`src/rtl/lock_sequencer.sv`:
```
// rtl/lock_sequencer.sv - two-button serial code lock sequencer
// Collects CODE_LEN-digit attempts, checks them against a programmable code, and times unlock, lockout and idle.
module lock_sequencer #(
  parameter int                  CODE_LEN       = 5,
  parameter logic [CODE_LEN-1:0] RESET_CODE     = 5'b01011,
  parameter int                  MAX_FAIL       = 3,
  parameter int                  LOCKOUT_CYCLES = 16,
  parameter int                  UNLOCK_CYCLES  = 8,
  parameter int                  TIMEOUT_CYCLES = 32,
  localparam int                 FW             = $clog2(MAX_FAIL + 1)
) (
  input  logic          clk,
  input  logic          rst,
  input  logic          button0,
  input  logic          button1,
  input  logic          prog_en,
  output logic          unlock,
  output logic          lockout,
  output logic [FW-1:0] fail_cnt,
  output logic          entry_active,
  output logic          code_updated
);

  localparam int CW   = $clog2(CODE_LEN + 1);
  localparam int TMAX = (LOCKOUT_CYCLES > UNLOCK_CYCLES) ? LOCKOUT_CYCLES : UNLOCK_CYCLES;
  localparam int TW   = $clog2(TMAX + 1);
  localparam int OW   = $clog2(TIMEOUT_CYCLES + 1);

  localparam logic [CW-1:0] LAST_IDX    = CW'(CODE_LEN - 1);
  localparam logic [FW-1:0] MAX_F       = FW'(MAX_FAIL);
  localparam logic [TW-1:0] UNLOCK_LOAD = TW'(UNLOCK_CYCLES - 1);
  localparam logic [TW-1:0] LOCK_LOAD   = TW'(LOCKOUT_CYCLES - 1);
  localparam logic [OW-1:0] TO_LOAD     = OW'(TIMEOUT_CYCLES - 1);

  localparam logic [2:0] S_IDLE    = 3'd0;
  localparam logic [2:0] S_ENTRY   = 3'd1;
  localparam logic [2:0] S_OPEN    = 3'd2;
  localparam logic [2:0] S_PROG    = 3'd3;
  localparam logic [2:0] S_LOCKOUT = 3'd4;

  logic [2:0]          state_q, state_d;
  logic [CW-1:0]       cnt_q, cnt_d;
  logic [CODE_LEN-1:0] shreg_q, shreg_d;
  logic [CODE_LEN-1:0] code_q, code_d;
  logic [FW-1:0]       fail_q, fail_d;
  logic [TW-1:0]       tmr_q, tmr_d;
  logic [OW-1:0]       to_q, to_d;
  logic                upd_q, upd_d;

  logic                digit_v;
  logic                abort;
  logic [CODE_LEN-1:0] cand;
  logic [FW-1:0]       fail_inc;

  assign digit_v = button0 ^ button1;
  assign abort   = button0 & button1;

  always_comb begin
    cand = shreg_q;
    for (int k = 0; k < CODE_LEN; k++) begin
      if (k == int'(cnt_q)) cand[k] = button1;
    end
    fail_inc = (fail_q == MAX_F) ? fail_q : fail_q + FW'(1);
  end

  always_comb begin
    state_d = state_q;
    cnt_d   = cnt_q;
    shreg_d = shreg_q;
    code_d  = code_q;
    fail_d  = fail_q;
    tmr_d   = tmr_q;
    to_d    = to_q;
    upd_d   = 1'b0;
    case (state_q)
      S_IDLE: begin
        if (digit_v) begin
          state_d = S_ENTRY;
          shreg_d = CODE_LEN'(button1);
          cnt_d   = CW'(1);
          to_d    = TO_LOAD;
        end
      end
      S_ENTRY, S_PROG: begin
        if (abort) begin
          state_d = S_IDLE;
          cnt_d   = '0;
          shreg_d = '0;
        end else if (digit_v) begin
          to_d = TO_LOAD;
          if (cnt_q == LAST_IDX) begin
            // Final digit closes the attempt; the register is cleared so it cannot seed the next one.
            cnt_d   = '0;
            shreg_d = '0;
            if (state_q == S_PROG) begin
              code_d  = cand;
              upd_d   = 1'b1;
              state_d = S_IDLE;
            end else if (cand == code_q) begin
              state_d = S_OPEN;
              fail_d  = '0;
              tmr_d   = UNLOCK_LOAD;
            end else begin
              fail_d = fail_inc;
              if (fail_inc == MAX_F) begin
                state_d = S_LOCKOUT;
                tmr_d   = LOCK_LOAD;
              end else begin
                state_d = S_IDLE;
              end
            end
          end else begin
            shreg_d = cand;
            cnt_d   = cnt_q + CW'(1);
          end
        end else if (to_q == '0) begin
          state_d = S_IDLE;
          cnt_d   = '0;
          shreg_d = '0;
        end else begin
          to_d = to_q - OW'(1);
        end
      end
      S_OPEN: begin
        if (prog_en) begin
          state_d = S_PROG;
          to_d    = TO_LOAD;
          cnt_d   = '0;
          shreg_d = '0;
        end else if (tmr_q == '0) begin
          state_d = S_IDLE;
        end else begin
          tmr_d = tmr_q - TW'(1);
        end
      end
      S_LOCKOUT: begin
        if (tmr_q == '0) begin
          state_d = S_IDLE;
          fail_d  = '0;
        end else begin
          tmr_d = tmr_q - TW'(1);
        end
      end
      default: begin
        state_d = S_IDLE;
        cnt_d   = '0;
        shreg_d = '0;
      end
    endcase
  end

  always_ff @(posedge clk) begin
    if (rst) begin
      state_q <= S_IDLE;
      cnt_q   <= '0;
      shreg_q <= '0;
      code_q  <= RESET_CODE;
      fail_q  <= '0;
      tmr_q   <= '0;
      to_q    <= '0;
      upd_q   <= 1'b0;
    end else begin
      state_q <= state_d;
      cnt_q   <= cnt_d;
      shreg_q <= shreg_d;
      code_q  <= code_d;
      fail_q  <= fail_d;
      tmr_q   <= tmr_d;
      to_q    <= to_d;
      upd_q   <= upd_d;
    end
  end

  assign unlock       = (state_q == S_OPEN) || (state_q == S_PROG);
  assign lockout      = (state_q == S_LOCKOUT);
  assign entry_active = (state_q == S_ENTRY) || (state_q == S_PROG);
  assign fail_cnt     = fail_q;
  assign code_updated = upd_q;

endmodule
```
`config.mk`:
```
export PLATFORM = sky130hd
export DESIGN_NAME = lock_sequencer
export DESIGN_NICKNAME = d
export VERILOG_FILES = /design/src/rtl/lock_sequencer.sv
export SDC_FILE = /design/constraint.sdc
export NUM_CORES = 1
export LEC_CHECK = 0
export CORE_ASPECT_RATIO = 0.75
export CORE_UTILIZATION = 43
export CTS_BUF_LIST = sky130_fd_sc_hd__clkbuf_16
export CTS_CLUSTER_DIAMETER = 30
export CTS_CLUSTER_SIZE = 20
export DETAILED_ROUTE_END_ITERATION = 16
export DONT_BUFFER_PORTS = 1
export SYNTH_ARGS = -nofsm -noshare
export SYNTH_HDL_FRONTEND = slang
export SYNTH_SLANG_ARGS = --single-unit
```
`constraint.sdc`:
```
create_clock -name clk -period 2.57 [get_ports clk]
set_clock_uncertainty 0.05 [all_clocks]
set_input_delay 0.514 -clock clk [delete_from_list [all_inputs] [get_ports clk]]
set_output_delay 0.514 -clock clk [all_outputs]
set_load 0.01 [all_outputs]
```
Word-level counts from Yosys, hierarchy flattened. Cells that the tools add are included.

Add/subtract/negate cells: 4. $mul: 0. Divide/modulo/power cells: 0. Order comparisons: 0. Eq/ne operators: 24. Shift-type cells: 0. Muxes and demuxes: 52. Bitwise operators: 7. Reduce and logical (&&, ||, !) cells: 17.

Operators by type and width (count): $mux 5 (14); $mux 3 (14); $mux 6 (5); $pmux 3 s4 (2); $pmux 5 s4 (1); $pmux 6 s3 (1); $pmux 5 s3 (1); $mux 2 (7); $ne 2x2->1 const B (7); $reduce_and 5->1 (2); $eq 3x3->1 const A (3); $ne 4x4->1 const B (2); $reduce_and 7->1 (1); $eq 3x2->1 const B (2); $eq 3x3->1 const B (2); $logic_not 3->1 (2); $logic_not 6->1 (1); $mux 1 (6); $ne 3x3->1 const B (2); $reduce_and 6->1 (1); $reduce_bool 3->1 (2); $sub 6x1->6 const B (1); $eq 5x5->1 (1); $logic_not 5->1 (1); 17 further kinds (23).

Flip-flop bits (word level): 30. Latch bits: 0. Memory bits (writable): 0. Memory bits (read-only): 0. Output and inout bits: 6. Word-level logic and storage cells: 112. Memories: 0.

Logic depth before layout (Yosys ltp).
Depth in word-level cells: 10. Gate-level depth with buffers: 10.

Worst setup path before layout. No wires, ideal clock.

Path type: register to register. Start point: register cnt_q[2]. End point: register tmr_q[3]. Library setup time: 0.133 ns. Arrival: 2.070 ns. Setup slack: 0.317 ns. Stages on the path, launching flop included: 9. Buffers on the path: 0. Period minus slack after synthesis: 2.253 ns. Cells stage by stage: dfxtp_1 -> inv_1 -> ha_1 -> mux2i_4 -> xnor2_1 -> nor4b_2 -> nand4_2 -> a221oi_1 -> o32ai_1.

Word-level cells in the longest chain between the ends: 9. Elaborated cells on any way between the ends: 21.

Ends and longest elaborated chain: start, declared (RTL line 42) `logic [CW-1:0] cnt_q, cnt_d;`; start signal, assigned (RTL line 164) `cnt_q <= cnt_d;`; $eq 2x3->1 (tied with other cells) (RTL line 61) `if (k == int'(cnt_q)) cand[k] = button1;`; $mux 1 (RTL line 61); $eq 5x5->1 (RTL line 99) `end else if (cand == code_q) begin`; $mux 5 (RTL line 99); $mux 5 (RTL line 95) `if (state_q == S_PROG) begin`; $mux 5 (RTL line 91) `if (cnt_q == LAST_IDX) begin`; $mux 5 (RTL line 89) `end else if (digit_v) begin`; $mux 5 (RTL line 85) `if (abort) begin`; $pmux 5 s3 (RTL line 75) `case (state_q)`; end signal, assigned (RTL line 168) `tmr_q <= tmr_d;`; end, declared (RTL line 46) `logic [TW-1:0] tmr_q, tmr_d;`.

Several ways; a longest one is shown, not always the timed one. The select of a mux whose other input is x is not followed. A chain may end at the register's enable or synchronous reset.

Worst setup path after layout.
Start point: register cnt_q[0]. End point: register tmr_q[3].

Same word-level chain as after synthesis.

==> results_tabular.tex <==
\begin{tabular}{lr}
\hline
Metric & Value \\
\hline
\multicolumn{2}{l}{\textbf{Status}} \\
\quad Status & finished clean \\
\multicolumn{2}{l}{\textbf{Floorplan}} \\
\quad Floorplan row count & 20 \\
\quad Number of ports placed on the die boundary & 11 \\
\quad Y dimension of the die & just under 60 um \\
\quad Area of the core region & $\sim$4100 um2 \\
\quad Die width & roughly 79 um \\
\quad Starting density of the core & 0.458 \\
\quad DIE AREA & roughly 4700 um2 \\
\multicolumn{2}{l}{\textbf{Worst setup path}} \\
\quad Reg2reg start & cnt\_q[0] \\
\quad Arrival @ worst endpoint & between 2000 and 2500 ps \\
\quad CP delay by family, top & simple AND/OR/NAND/NOR gates \\
\quad Required time at the worst-slack endpoint & between 2000 and 3000 ps \\
\quad Reg2Reg Capture Point & tmr\_q[3] \\
\quad Endpoint kind of the worst setup timing path & flip-flop \\
\quad CP endpoint & tmr\_q[3] \\
\quad Kind of critical path & reg2reg \\
\quad Crit path top cell by count & sky130\_fd\_sc\_hd\_\_ha\_1 \\
\quad Maximum fanout along the worst path & 7 \\
\quad Buffers \& Inverters on Critical Path & 0 \\
\quad CP max stage delay & roughly 380 ps \\
\quad Start point of the critical path & cnt\_q[0] \\
\quad Reg2reg setup slack & between 200 and 250 ps \\
\quad Critical Path, Cell by Cell & ha\_1 > ha\_1 > mux2i\_4 > xnor2\_1 > nor4b\_2 > nand4\_2 > a221oi\_1 > o32ai\_1 \\
\quad Worst r2r path cells & 8 \\
\quad Critical path startpoint category & flip-flop \\
\quad Cell depth of the worst setup path & 8 \\
\quad Cell type of the slowest stage on the worst timing path & sky130\_fd\_sc\_hd\_\_dfxtp\_1 \\
\multicolumn{2}{l}{\textbf{Clocking}} \\
\quad Number of buffers inserted during clock tree synthesis & 5 \\
\quad Clk Tree Root Cell & sky130\_fd\_sc\_hd\_\_clkbuf\_16 \\
\quad TritonCTS clock tree & built \\
\quad Clk buf depth & 2 \\
\quad Number of cells upsized or downsized after cts & 0 \\
\quad Number of clock sinks & 30 \\
\quad CTS H-Tree Depth & 2 \\
\quad Worst-Skew Late Latency & 280 ps \\
\quad Register clock-pin slew on the reported worst setup and hold paths & 50 ps \\
\multicolumn{2}{l}{\textbf{Global route}} \\
\quad Global Route met3 Usage & 0.0569 \\
\quad Pin count of the biggest net entering global routing & 32 \\
\quad Wire length of the first global-routing pass & just over 7000 um \\
\quad Met2 Usage GRT & 0.265 \\
\quad Antenna violations before repair & 0 \\
\quad Total track usage & 0.203 \\
\quad Busiest layer in global routing & met1 \\
\quad GR Overflow Total & 0 \\
\quad Met1 usage in global routing & 0.301 \\
\quad Vias in the first global route & about 1500 \\
\multicolumn{2}{l}{\textbf{Cells and area}} \\
\quad Share of the core filled with cells in the final layout & 0.507 \\
\quad Layout cells sized above 1 & 0.117 \\
\quad Final antenna diode count & 0 \\
\quad Signed area change from the synthesized netlist to the final layout & 10.8\% \\
\quad Top library cells by usage in the layout, fill and taps aside & sky130\_fd\_sc\_hd\_\_nor2\_1 (34), sky130\_fd\_sc\_hd\_\_dfxtp\_1 (30), sky130\_fd\_sc\_hd\_\_inv\_1 (15) \\
\quad Net count of the finished layout & 246 \\
\quad Most common cell after layout, fill and taps aside & sky130\_fd\_sc\_hd\_\_nor2\_1 \\
\multicolumn{2}{l}{\textbf{Place}} \\
\quad HPWL after detailed placement & approximately 2900 um \\
\quad Global placement routability congestion & 0.844 \\
\quad Total of buffers placed on input and output ports & 0 \\
\quad Pre-CTS WS & around 140 ps \\
\multicolumn{2}{l}{\textbf{Routing}} \\
\quad Number of vias per cell & $\sim$5.7 \\
\quad DRC violation total after the first TritonRoute iteration & about 110 \\
\quad DR vias & around 1600 \\
\quad Residual DRC count & 0 \\
\quad DR pass1 iterations & 4 \\
\quad Total length of routed wires & between 4000 and 5000 um \\
\quad Average detailed-routed wire length per instance & approximately 14 um \\
\quad Final ANT Viol Nets & 0 \\
\multicolumn{2}{l}{\textbf{Synthesis}} \\
\quad Post-synthesis register bit count & 30 \\
\quad Netlist cell types & 54 \\
\quad Ys Warns & 0 \\
\quad Post-synthesis net count & roughly 240 \\
\quad Combined area of all synthesized cells & $\sim$1900 um2 \\
\quad Dominant register cell in the synthesized netlist & sky130\_fd\_sc\_hd\_\_dfxtp\_1 \\
\quad Yosys top cell area share & 0.318 \\
\quad Synthesized area divided by synthesized cell count & 8.32 um2 \\
\quad Post-synthesis async set-or-reset flop share & 0 \\
\quad Post-synth EDFFs & 0 \\
\quad Cell taking the most area after synthesis & sky130\_fd\_sc\_hd\_\_dfxtp\_1 \\
\quad Proportion of synthesized chip area in sequential cells & 0.318 \\
\quad Top area cells in the synthesized netlist & sky130\_fd\_sc\_hd\_\_dfxtp\_1 (32\%), sky130\_fd\_sc\_hd\_\_ha\_1 (7.3\%), sky130\_fd\_sc\_hd\_\_nor2\_1 (6.8\%) \\
\quad Instance count of the mapped netlist & $\sim$230 \\
\multicolumn{2}{l}{\textbf{Power}} \\
\quad Pint & about 0.9 mW \\
\quad Switching power & 0.349 mW \\
\quad Peak supply drop & $\sim$0.29 mV \\
\quad Leakage component of the power & 0.770 nW \\
\quad Clk pwr share & 0.437 \\
\quad Pwr dens & around 600 nW/um2 \\
\quad Switching fraction of total power & 0.275 \\
\quad Sequential Power Share & 0.404 \\
\quad Combinational group share of total power & 0.159 \\
\multicolumn{2}{l}{\textbf{Min path}} \\
\quad Classification of the worst-slack hold path & in2reg \\
\multicolumn{2}{l}{\textbf{STA}} \\
\quad Final Hold Vio Count & 0 \\
\quad Hold Slack & 258 ps \\
\quad Transition time of the tightest slew-check pin & between 600 and 700 ps \\
\quad Minimum setup slack in the final design & a little over 200 ps \\
\quad Number of setup violations in the final report & 0 \\
\quad Count of pins over their slew limit & 0 \\
\quad Setup TNS & 0 ps \\
\quad Relative slew slack & 0.592 \\
\quad Fmax & between 400 and 500 MHz \\
\quad Period utilization & 0.920 \\
\quad Setup repair after global routing missed its margin & no \\
\quad Final worst path period need & 2360 ps \\
\multicolumn{2}{l}{\textbf{Job}} \\
\quad Number of maximum-capacitance constraint violations & 0 \\
\hline
\end{tabular}
[cell type report]
cell class                      count  area, um2
Clock buffer                        5        125
Clock inverter                      3       16.3
Fill cell                         397       2040
Inverter                           15       56.3
Multi-Input combinational cell    171       1170
Sequential cell                    30        601
Tap cell                           55       68.8
Timing Repair Buffer                7       52.6
[kinds of logic (layout without fill, tap and decap cells)]
kind of cell	Yosys count	in the layout	synth area share
and+or+nand+nor	89	89	0.260
AOI/OAI and AO/OA	61	61	0.231
DFF	30	30	0.318
buffers and inverters	26	30	0.0609
adders and majority gates	11	11	0.0728
muxes	6	6	0.0384
xor gates and xnor gates	4	4	0.0185
[repair_timing]
| item | 4_1_cts | 5_1_grt |
|---|---|---|
| setup endpoints to repair | 0 | 2 |
| setup buffers | 0 | 1 |
| hold buffers | 0 | 0 |
[power groups by stage]
| stage | Sequential (mW) | Combinational (mW) | Clock (mW) |
|---|---|---|---|
| CTS | 0.511 | 0.200 | 0.571 |
| global route | 0.515 | 0.226 | 0.602 |
| detailed placement | 0.520 | 0.199 | 0 |
| global placement | 0.519 | 0.200 | 0 |
| floorplan | 0.511 | 0.178 | 0 |
| finish | 0.512 | 0.202 | 0.554 |
[state kept, by name, indices dropped and copies added, names as in the netlist]
signal        cells
state_q           3
cnt_q             3
shreg_q           5
fail_cnt          2
tmr_q             5
code_q            5
to_q              6
code_updated      1
[metrics by stage]
step	total power, mW	area, um2	cells
finish	1.27	2090	286
global route	1.34	2090	286
CTS	1.28	2090	285
detailed placement	0.719	1940	277
global placement	0.719	1940	277
floorplan	0.689	1890	227
[layer usage]
layer  share of wire  wire length [um]
met1            0.55              2270
met3           0.056               231
met4           0.013                55
met5               0                 0
met2            0.38              1570
[how the worst min path moves through the flow]
stage / startpoint / to / slack [ps] / cells past startpoint
after detailed placement: shreg_q[4] / shreg_q[4] / 400 / 2
after global placement: shreg_q[4] / shreg_q[4] / 390 / 2
after global routing: rst / tmr_q[0] / 240 / 1
after CTS: rst / tmr_q[0] / 250 / 1
after floorplan: shreg_q[4] / shreg_q[4] / 380 / 2
final: rst / to_q[2] / 260 / 1
[synth_stat cells, types with 2 or more instances]
| cell type | number |
|---|---|
| sky130_fd_sc_hd__a211o_1 | 3 |
| sky130_fd_sc_hd__a211oi_1 | 4 |
| sky130_fd_sc_hd__a21oi_1 | 11 |
| sky130_fd_sc_hd__a221oi_1 | 2 |
| sky130_fd_sc_hd__a22oi_1 | 4 |
| sky130_fd_sc_hd__a311oi_1 | 7 |
| sky130_fd_sc_hd__a31oi_1 | 5 |
| sky130_fd_sc_hd__a32oi_1 | 3 |
| sky130_fd_sc_hd__buf_2 | 2 |
| sky130_fd_sc_hd__buf_4 | 2 |
| sky130_fd_sc_hd__clkbuf_1 | 6 |
| sky130_fd_sc_hd__dfxtp_1 | 30 |
| sky130_fd_sc_hd__ha_1 | 11 |
| sky130_fd_sc_hd__inv_1 | 15 |
| sky130_fd_sc_hd__mux2i_1 | 5 |
| sky130_fd_sc_hd__nand2_1 | 8 |
| sky130_fd_sc_hd__nand2b_1 | 8 |
| sky130_fd_sc_hd__nand3_1 | 2 |
| sky130_fd_sc_hd__nand3b_1 | 2 |
| sky130_fd_sc_hd__nand4_1 | 3 |
| sky130_fd_sc_hd__nor2_1 | 34 |
| sky130_fd_sc_hd__nor2b_1 | 4 |
| sky130_fd_sc_hd__nor2b_2 | 2 |
| sky130_fd_sc_hd__nor3_1 | 5 |
| sky130_fd_sc_hd__nor3b_1 | 3 |
| sky130_fd_sc_hd__nor4_1 | 3 |
| sky130_fd_sc_hd__o21a_1 | 3 |
| sky130_fd_sc_hd__o21ai_0 | 7 |
| sky130_fd_sc_hd__or2_2 | 2 |
| sky130_fd_sc_hd__or3_1 | 5 |
| sky130_fd_sc_hd__xor2_1 | 3 |
No activity file was read; power rests on OpenSTA's default activity.
